<file path="config.mk">
export PLATFORM = sky130hd
export DESIGN_NAME = sm_seq_gen
export DESIGN_NICKNAME = d
export VERILOG_FILES = /design/src/rtl/sm_seq_pkg.sv /design/src/rtl/sm_seq_timer.sv /design/src/rtl/sm_seq_gen.sv
export SDC_FILE = /design/constraint.sdc
export NUM_CORES = 1
export LEC_CHECK = 0
export CORE_UTILIZATION = 35
export DETAILED_ROUTE_END_ITERATION = 10
export PLACE_DENSITY_LB_ADDON = 0.25
export SKIP_LAST_GASP = 1
export SLEW_MARGIN = 5
export SYNTH_ARGS = -nofsm -noshare
export SYNTH_HDL_FRONTEND = slang
export SYNTH_SLANG_ARGS = --single-unit
</file>
<file path="constraint.sdc">
create_clock -name clk -period 2.85 [get_ports clk]
set_input_delay 0.57 -clock clk [delete_from_list [all_inputs] [get_ports clk]]
set_output_delay 0.57 -clock clk [all_outputs]
set_load 0.02 [all_outputs]
</file>
<file path="src/rtl/sm_seq_pkg.sv">
// +--------------------------------------------------------------------------+
// | sm_seq_pkg : shared state and error-cause encodings for sm_seq_gen       |
// | Rev 1.0                                                                  |
// +--------------------------------------------------------------------------+
`default_nettype none

package sm_seq_pkg;

  typedef enum logic [1:0] {
    ST_IDLE = 2'd0,
    ST_RUN  = 2'd1,
    ST_DONE = 2'd2,
    ST_ERR  = 2'd3
  } state_t;

  localparam logic [1:0] ERR_NONE  = 2'd0;
  localparam logic [1:0] ERR_START = 2'd1;
  localparam logic [1:0] ERR_SEQ   = 2'd2;
  localparam logic [1:0] ERR_TMO   = 2'd3;

endpackage

`default_nettype wire

</file>
<file path="src/rtl/sm_seq_timer.sv">
// +--------------------------------------------------------------------------+
// | sm_seq_timer : saturating per-stage timer, expire at TIMEOUT-1           |
// | Rev 1.0                                                                  |
// +--------------------------------------------------------------------------+
`default_nettype none

module sm_seq_timer #(
  parameter int TIMEOUT = 8
) (
  input  logic clk,
  input  logic rst,
  input  logic clear,
  input  logic enable,
  output logic expire
);

  localparam int TW = $clog2(TIMEOUT + 1);
  localparam logic [TW-1:0] c_last = TW'(TIMEOUT - 1);

  logic [TW-1:0] r_count;

  always_ff @(posedge clk or posedge rst) begin
    if (rst) begin
      r_count <= '0;
    end else if (clear) begin
      r_count <= '0;
    end else if (enable && (r_count != c_last)) begin
      r_count <= r_count + 1'b1;
    end
  end

  assign expire = (r_count == c_last);

endmodule

`default_nettype wire

</file>
<file path="src/rtl/sm_seq_gen.sv">
// +--------------------------------------------------------------------------+
// | sm_seq_gen : multi-stage i1/i2 handshake checker with timeout and error  |
// | Rev 1.0                                                                  |
// +--------------------------------------------------------------------------+
`default_nettype none

module sm_seq_gen
  import sm_seq_pkg::*;
#(
  parameter int STAGES     = 4,
  parameter int TIMEOUT    = 8,
  parameter int ERR_STICKY = 1,
  localparam int CW        = $clog2(STAGES)
) (
  input  logic          clk,
  input  logic          rst,
  input  logic          i1,
  input  logic          i2,
  input  logic          clr,
  output logic          o1,
  output logic          o2,
  output logic          err,
  output logic [CW-1:0] stage,
  output logic [1:0]    err_code
);

  localparam logic [CW-1:0] c_last_stage = CW'(STAGES - 1);

  state_t        r_state;
  state_t        w_state_nxt;
  logic [CW-1:0] w_stage_nxt;
  logic [1:0]    w_code_nxt;
  logic          w_tmr_clr;
  logic          w_tmr_en;
  logic          w_expire;
  logic          w_go;
  logic          w_bad;
  logic          w_leave_err;

  assign w_go        = i1 & i2;
  assign w_bad       = i1 & ~i2;
  assign w_leave_err = (ERR_STICKY != 0) ? (clr & ~i1) : ~i1;

  sm_seq_timer #(
    .TIMEOUT (TIMEOUT)
  ) u_timer (
    .clk    (clk),
    .rst    (rst),
    .clear  (w_tmr_clr),
    .enable (w_tmr_en),
    .expire (w_expire)
  );

  // Timer is cleared in every case except an idle/hold cycle that stays in RUN.
  always_comb begin
    w_state_nxt = ST_IDLE;
    w_stage_nxt = '0;
    w_code_nxt  = ERR_NONE;
    w_tmr_clr   = 1'b1;
    w_tmr_en    = 1'b0;
    case (r_state)
      ST_IDLE: begin
        if (w_go) begin
          w_state_nxt = ST_RUN;
        end else if (w_bad) begin
          w_state_nxt = ST_ERR;
          w_code_nxt  = ERR_START;
        end
      end
      ST_RUN: begin
        if (w_go) begin
          if (stage == c_last_stage) begin
            w_state_nxt = ST_DONE;
          end else begin
            w_state_nxt = ST_RUN;
            w_stage_nxt = stage + 1'b1;
          end
        end else if (w_bad) begin
          w_state_nxt = ST_ERR;
          w_code_nxt  = ERR_SEQ;
        end else if (w_expire) begin
          w_state_nxt = ST_ERR;
          w_code_nxt  = ERR_TMO;
        end else begin
          w_state_nxt = ST_RUN;
          w_stage_nxt = stage;
          w_tmr_clr   = 1'b0;
          w_tmr_en    = 1'b1;
        end
      end
      ST_DONE: begin
        if (w_go) begin
          w_state_nxt = ST_RUN;
        end
      end
      ST_ERR: begin
        if (!w_leave_err) begin
          w_state_nxt = ST_ERR;
          w_code_nxt  = err_code;
        end
      end
      default: begin
        w_state_nxt = ST_IDLE;
      end
    endcase
  end

  // Flags are registered from the next state so they track r_state exactly.
  always_ff @(posedge clk or posedge rst) begin
    if (rst) begin
      r_state  <= ST_IDLE;
      stage    <= '0;
      err_code <= ERR_NONE;
      o1       <= 1'b0;
      o2       <= 1'b0;
      err      <= 1'b0;
    end else begin
      r_state  <= w_state_nxt;
      stage    <= w_stage_nxt;
      err_code <= w_code_nxt;
      o1       <= (w_state_nxt == ST_RUN);
      o2       <= (w_state_nxt == ST_DONE);
      err      <= (w_state_nxt == ST_ERR);
    end
  end

endmodule

`default_nettype wire
</file>
# Word level (Yosys, flattened, before mapping)

Cells that the tools add are included.

Logic and storage cells: 59
Bits of input ports: 5
Output and inout bits: 7
Register bits: 13

Muxes and demuxes: 31
Add/subtract/negate cells: 2
Reduce and logical (&&, ||, !) cells: 3
Equal/unequal tests: 11
Bitwise gates (word level): 5

Operator list:

| kind                | count |
|---|---|
| $mux 2              | 16 |
| $mux 1              | 11 |
| $eq 2x2->1 const B  | 5 |
| $mux 4              | 2 |
| $ne 4x3->1 const B  | 2 |
| $pmux 2 s4          | 1 |
| $pmux 2 s3          | 1 |
| $add 4x1->4 const B | 1 |
| $eq 2x1->1 const B  | 2 |
| $eq 4x3->1 const B  | 1 |
| $and 1x1->1         | 3 |
| $add 2x1->2 const B | 1 |
| $logic_not 2->1     | 1 |
| $ne 2x2->1 const B  | 1 |
| $not 1->1           | 2 |
| $reduce_bool 2->1   | 1 |
| $logic_and 1x1->1   | 1 |

# Longest topological paths before layout

Gate-level depths: netlist of run 1.

Depth after elaboration: 8
Mapped depth: 5
Depth with buffers taken out: 5

# Hierarchy

From an unflattened synthesis of run 1, not the netlist that was laid out.

Cell total of the unflattened synthesis: 65
Area total of the unflattened synthesis: 684.4 µm²

By module, submodules not included:

| module       | times used | area an instance (µm²) | seq. area each (µm²) | cells each |
|---|---|---|---|---|
| sm_seq_gen   | 1          | 469.2                  | 225.2                | 44 |
| sm_seq_timer | 1          | 215.2                  | 100.1                | 21 |

# Worst setup path after synthesis of run 1

OpenSTA, ideal clock, no wires.

Path kind: input -> register
Start point: input port i1
End point: register err
Data required time: 2.732 ns
Setup slack: 1.394 ns
Arrival time: 1.338 ns
Stages on the path: 5
Setup time: 0.118 ns
Buffers on the path: 1
Cell sequence: buf_2 -> nand2b_1 -> a21boi_0 -> o211ai_2 -> and2b_1

Longest elaborated chain between the ends: 5
Elaborated cells between the ends (all ways): 12

Ends and longest elaborated chain:

| what                                     | line                                                 | source |
|---|---|---|
| start, declared                          | sm_seq_gen.sv:17                                     | `input logic i1,` |
| $and 1x1->1 or $not 1->1 (tied branches) | n/a                                                  |  |
| $mux 2, or another cell as far along     | sm_seq_gen.sv:78                                     | `end else if (w_bad) begin` |
| $mux 2 (on tied branches)                | sm_seq_gen.sv:71, sm_seq_gen.sv:63, sm_seq_gen.sv:97 |  |
| $pmux 2 s4 *                             | sm_seq_gen.sv:61                                     | `case (r_state)` |
| via w_state_nxt[1]                       | sm_seq_gen.sv:30                                     | `state_t w_state_nxt;` |
| $eq 2x2->1 *                             | sm_seq_gen.sv:123                                    | `err <= (w_state_nxt == ST_ERR);` |
| end signal, assigned                     | sm_seq_gen.sv:123                                    |  |
| end, declared                            | sm_seq_gen.sv:22                                     | `output logic err,` |

Mark *: on every way through the listed nets, which the timed path passes. The rest lies on a longest branch.
A chain may end at the register's enable or synchronous reset.

# Final worst setup path of run 1

Start point: register stage[0]
End point: output port stage[0]

RTL lines:

| what                   | line              | source |
|---|---|---|
| start, declared        | sm_seq_gen.sv:23  | `output logic [CW-1:0] stage,` |
| start signal, assigned | sm_seq_gen.sv:119 | `stage <= w_stage_nxt;` |

No word-level cell between the ends.

==> results.sh, run 1 <==
export IMPL_cp_endpoint="stage[0]"
export IMPL_grt_pass1_wl_mm=1.99
export IMPL_slew_headroom_pct=67.4
export IMPL_hold_worst_slack_ps=471
export IMPL_rows=14
export IMPL_p_sw_share_pct=31.8
export IMPL_drive_gt1_share_pct=10.1
export IMPL_ys_ff_latch=13
export IMPL_synth_warnings=0
export IMPL_insertedDiodeCount=0
export IMPL_synthTopCellsByArea="dfrtp_1 (55%), nand3_1 (5.0%), ha_1 (4.2%)"
export IMPL_first_pass_iters=4
export IMPL_area_growth_pct=25.4
export IMPL_worst_path_max_fanout=4
export IMPL_vias=447
export IMPL_wl_per_cell_um=12.4
export IMPL_crit_type="reg -> out"
export IMPL_h_tree_depth=1
export IMPL_grt_ovfl_total=0
export IMPL_crit_path_start_kind="flip-flop"
export IMPL_critPathLaunch="stage[0]"
export IMPL_port_buffers=11
export IMPL_critPathTopFamily="buffers and inverters"
export IMPL_path_depth=1
export IMPL_p_sw_mw=0.156
export IMPL_min_path_cells=1
export IMPL_dp_cells=81
export IMPL_yosys_area_top_type="dfrtp_1"
export IMPL_outcome="complete, no violations"
export IMPL_grtUsageMet1_pct=19.6
export IMPL_yosys_most_used_dff="dfrtp_1"
export IMPL_critical_path_arrival_ps=1300
export IMPL_synth_top_area_share_pct=54.6
export IMPL_rsz0062_at_grt="no"
export IMPL_grtUsageTotal_pct=15.3
export IMPL_fin_util_pct=48.5
export IMPL_fin_total_pwr_mw=0.490
export IMPL_netlist_instances=55
export IMPL_timing_rr_start="u_timer.r_count[0]"
export IMPL_p_per_area_mw_per_mm2=656
export IMPL_period_minus_slack_ps=1870
export IMPL_ant_nets=0
export IMPL_fin_tns_setup_ps=0
export IMPL_syn_area_um2=596
export IMPL_max_cap_viol_count=0
export IMPL_timing_final_crit_share_pct=65.5
export IMPL_cts_tree="yes"
export IMPL_critPathSlowestCell="clkdlybuf4s50_1"
export IMPL_end_kind="output port"
export IMPL_yosysSeqAreaShare_pct=54.6
export IMPL_grt_busiest_layer="met2"
export IMPL_maxSlewViolCount=0
export IMPL_cts_root_buffer="clkbuf_4"
export IMPL_die_area_mm2=0.00187
export IMPL_yosysMostFrequentCell="dfrtp_1"
export IMPL_cp_num_buf_inv=1
export IMPL_synth_area_per_cell_um2=10.8
export IMPL_dp_hpwl_um=759
export IMPL_start_util_pct=38.6
export IMPL_core_mm2=0.00154
export IMPL_synth_edf_count=0
export IMPL_drcViolationCount=0
export IMPL_first_iter_violations=7
export IMPL_peakVddDrop_uv=333
export IMPL_max_freq_mhz=536
export IMPL_ff2ff_setup_slack_ps=1380
export IMPL_min_path_type="reg -> reg"
export IMPL_routed_wl_mm=1.06
export IMPL_skew_ps=3.48
export IMPL_antenna_found_initial=0
export IMPL_async_reset_ff_share_pct=100
export IMPL_setup_violations_final=0
export IMPL_p_int_mw=0.334
export IMPL_required_ps=2280
export IMPL_crit_path_max_incr_delay_ps=620
export IMPL_gr_usage_met2_pct=19.7
export IMPL_clk_path_buf_depth=2
export IMPL_clock_sinks=13
export IMPL_final_hold_viol_count=0
export IMPL_leakagePower_nw=0.342
export IMPL_r2r_cells=5
export IMPL_cts_reportedPaths_clkPinSlew_ps=80
export IMPL_die_y_um=43.3
export IMPL_pwr_share_seq_pct=48.9
export IMPL_p_clk_share_pct=23.6
export IMPL_postCtsSetupRepairBufs=0
export IMPL_netlist_top_cells_count="dfrtp_1 (13), nand3_1 (6), nor2_1 (6), inv_1 (4), a21oi_1 (3)"
export IMPL_tightest_slew_ps=489
export IMPL_dieWidth_um=43.3
export IMPL_grt_max_degree=14
export IMPL_io_pins=12
export IMPL_syn_nets=62
export IMPL_cts_resized_gates=0
export IMPL_finalNetCount=77
export IMPL_cts_inserted_buffers=3
export IMPL_viasPerCell=5.26
export IMPL_ys_types=25
export IMPL_hold_buffers=0
export IMPL_met3_usage_pct=5.96
export IMPL_grt_pass1_vias=442
export IMPL_globalplace_congestion=0.751
export IMPL_finalNonFillerCells=85
export IMPL_r2r_end="err"
export IMPL_crit_chain="clkdlybuf4s50_1"
export IMPL_worstSkewPairLatency_ps=280
export IMPL_combinationalPowerShare_pct=27.5
power groups by stage:
| stage | logic, mW | clock network [mW] | registers [mW] |
|---|---|---|---|
| global placement | 0.136 | 0 | 0.243 |
| finish | 0.135 | 0.116 | 0.240 |
| CTS | 0.136 | 0.120 | 0.240 |
| detailed placement | 0.136 | 0 | 0.243 |
| global route | 0.149 | 0.131 | 0.245 |
| floorplan | 0.0618 | 0 | 0.261 |
cell families after synthesis:
logic type	count (synthesis)	synth area share (%)
and+or+nand+nor	24	23.3
DFF	13	54.6
AOI/OAI and AO/OA	8	9.66
buffers and inverters	5	3.36
xor gates and xnor gates	2	2.94
adders and majority gates	2	4.20
muxes	1	1.89
registers in the layout, summed over array words and instances (netlist names):
register / count
u_timer.r_count: 4
err_code: 2
err: 1
r_state: 2
stage: 2
o2: 1
o1: 1
layout by cell type, fill, tap and decap left out, drive strengths merged:
cell	Yosys	final
a21boi	1	1
a21oi	3	3
a311o	1	1
and2b	1	1
and3	1	1
clkbuf	0	4
clkdlybuf4s50	0	11
dfrtp	13	13
ha	2	2
inv	4	4
mux2	1	1
nand2	1	1
nand2b	3	3
nand3	6	6
nand3b	1	1
nand4	2	2
nor2	6	6
nor3	1	1
o211ai	2	2
o21ai	1	1
or3	2	2
xnor2	1	1
xor2	1	1
through the flow:
| stage | area, um2 | setup slack [ps] |
|---|---|---|
| after floorplan | 596 | 1390 |
| after global placement | 721 | 829 |
| after detailed placement | 721 | 813 |
| after CTS | 747 | 972 |
| after global routing | 747 | 927 |
| final | 747 | 984 |
layer usage:
metal,up-vias,share of wire [%]
met2,10,41
met1,213,50
li1,220,-
met4,0,3.2
met5,-,0
met3,4,5.6
worst min-delay path by stage:
| stage | start | to | slack, ps |
|---|---|---|---|
| floorplan | u_timer.r_count[0] | u_timer.r_count[0] | 430 |
| global placement | u_timer.r_count[0] | u_timer.r_count[0] | 460 |
| detailed placement | u_timer.r_count[0] | u_timer.r_count[0] | 460 |
| CTS | u_timer.r_count[0] | u_timer.r_count[0] | 470 |
| global route | u_timer.r_count[0] | u_timer.r_count[0] | 500 |
| finish | u_timer.r_count[0] | u_timer.r_count[0] | 470 |
final cells by class:
| class | count | area [um2] |
|---|---|---|
| Clock buffer | 4 | 26.3 |
| Tap cell | 16 | 20.0 |
| Multi-Input combinational cell | 37 | 250 |
| Timing Repair Buffer | 11 | 110 |
| Fill cell | 148 | 795 |
| Sequential cell | 13 | 325 |
| Inverter | 4 | 15.0 |
No activity file was read; power rests on OpenSTA's default activity.
==> run 2: changes to the inputs <==
==> constraint.sdc (replaced) <==
create_clock -name clk -period 1.89 [get_ports clk]
set_input_delay 0.378 -clock clk [delete_from_list [all_inputs] [get_ports clk]]
set_output_delay 0.378 -clock clk [all_outputs]
set_load 0.02 [all_outputs]
==> run 2 against run 1 <==
Final area rose by 2.0%; highest routed layer is now met3; critical endpoint unchanged; die area did not move; sequential power rose by 51%.
==> results.sh, run 2 (synthesis gave the netlist of run 1 again) <==
export IMPL_outcome="complete, no violations"
export IMPL_hold_buffers=0
export IMPL_required_ps=1510
export IMPL_postCtsSetupRepairBufs=0
export IMPL_grt_max_degree=14
export IMPL_cts_inserted_buffers=3
export IMPL_maxSlewViolCount=0
export IMPL_tightest_slew_ps=481
export IMPL_core_mm2=0.00154
export IMPL_ant_nets=0
export IMPL_worst_path_max_fanout=4
export IMPL_dpl_instance_area_um2=736
export IMPL_dp_hpwl_um=818
export IMPL_critical_path_arrival_ps=1280
export IMPL_period_minus_slack_ps=1660
export IMPL_h_tree_depth=1
export IMPL_crit_type="reg -> out"
export IMPL_final_common_cell="dfrtp_1"
export IMPL_die_y_um=43.3
export IMPL_start_util_pct=38.6
export IMPL_viasPerCell=5.09
export IMPL_die_area_mm2=0.00187
export IMPL_grtUsageTotal_pct=13.5
export IMPL_largest_reg_flops=4
export IMPL_regMostFlops="u_timer.r_count"
export IMPL_finalNetCount=79
export IMPL_rsz0062_at_grt="no"
export IMPL_grt_pass1_wl_mm=1.82
export IMPL_max_freq_mhz=602
export IMPL_final_hold_viol_count=0
export IMPL_crit_path_start_kind="flip-flop"
export IMPL_critPathTopFamily="buffers and inverters"
export IMPL_drcViolationCount=0
export IMPL_slew_headroom_pct=67.9
export IMPL_drive_gt1_share_pct=12.7
export IMPL_insertedDiodeCount=0
export IMPL_clock_sinks=13
export IMPL_fin_total_pwr_mw=0.735
export IMPL_vias=443
export IMPL_port_buffers=11
export IMPL_cts_root_buffer="clkbuf_4"
export IMPL_wl_per_cell_um=12.3
export IMPL_io_pins=12
export IMPL_crit_path_max_incr_delay_ps=630
export IMPL_clk_path_buf_depth=2
export IMPL_fin_util_pct=49.4
export IMPL_leakagePower_nw=0.352
export IMPL_first_iter_violations=7
export IMPL_cts_tree="yes"
export IMPL_antenna_found_initial=0
export IMPL_fin_tns_setup_ps=0
export IMPL_first_pass_iters=3
export IMPL_final_cell_mix="dfrtp_1 (13), clkdlybuf4s50_1 (11), nand3_1 (6), nor2_1 (6), inv_1 (4)"
export IMPL_setup_violations_final=0
export IMPL_critPathSlowestCell="clkdlybuf4s50_1"
export IMPL_skew_ps=2.74
export IMPL_max_cap_viol_count=0
export IMPL_cp_num_buf_inv=1
export IMPL_worstSkewPairLatency_ps=270
export IMPL_peakVddDrop_uv=451
export IMPL_dp_cells=83
export IMPL_grt_ovfl_total=0
export IMPL_timing_final_crit_share_pct=87.9
export IMPL_dieWidth_um=43.3
export IMPL_area_growth_pct=27.9
export IMPL_crit_chain="clkdlybuf4s50_1"
export IMPL_end_kind="output port"
export IMPL_routed_wl_mm=1.07
export IMPL_cts_reportedPaths_clkPinSlew_ps=70
export IMPL_globalplace_congestion=0.784
export IMPL_fillers=147
export IMPL_cts_resized_gates=0
export IMPL_min_path_type="in -> async"
export IMPL_finalNonFillerCells=87
export IMPL_rows=14
export IMPL_p_per_area_mw_per_mm2=965
export IMPL_stdcell_area_um2=762
export IMPL_grt_pass1_vias=431
==> run 2: changes by cell type in the layout (fill, tap and decap cells not counted) <==
| cell | delta |
|---|---|
| buf_4 | +2 |
==> run 2: area by class of cell <==
type                       instances  area [um2]  share of cell area, %
tap                               16        20.0                   2.63
inverter                           4        15.0                   1.97
multi-input combinational         37         250                   32.8
clock buffer                       4        26.3                   3.45
timing repair buffer              13         125                   16.4
sequential                        13         325                   42.7
==> run 2: routing by layer <==
| metal | wire length [um] | share of wire (%) | GRT usage [%] |
|---|---|---|---|
| met1 | 506 | 47 | 17.3 |
| met2 | 499 | 47 | 20.3 |
| met3 | 63 | 5.9 | 7.66 |
| met4 | 0 | 0 | 1.82 |
| met5 | 0 | 0 | 0 |
==> run 2: stage by stage <==
step / worst slack [ps] / hold slack [ps]
3_5_place_dp: 130 / 457
3_3_place_gp: 178 / 451
2_1_floorplan: 520 / 255
6_report: 228 / 422
4_1_cts: 214 / 441
5_1_grt: 153 / 475
==> run 2: worst paths after layout <==
check | start | to | slack, ps | depth (start not counted)
min reg2reg | u_timer.r_count[0] | u_timer.r_count[0] | 460 | 1
max reg2reg | u_timer.r_count[0] | err | 460 | 5
max in group asynchronous | rst | stage[0] | 1140 | 2
min | rst | err_code[1] | 420 | 2
max | stage[0] | stage[0] | 230 | 1
min in group clk | u_timer.r_count[0] | u_timer.r_count[0] | 460 | 1
==> run 2: power by group <==
part / internal (mW) / switching (mW) / leakage (nW) / total (mW)
logic: 0.102 / 0.107 / 0.167 / 0.209
registers: 0.323 / 0.0391 / 0.170 / 0.362
clock network: 0.0817 / 0.0825 / 0.0150 / 0.164
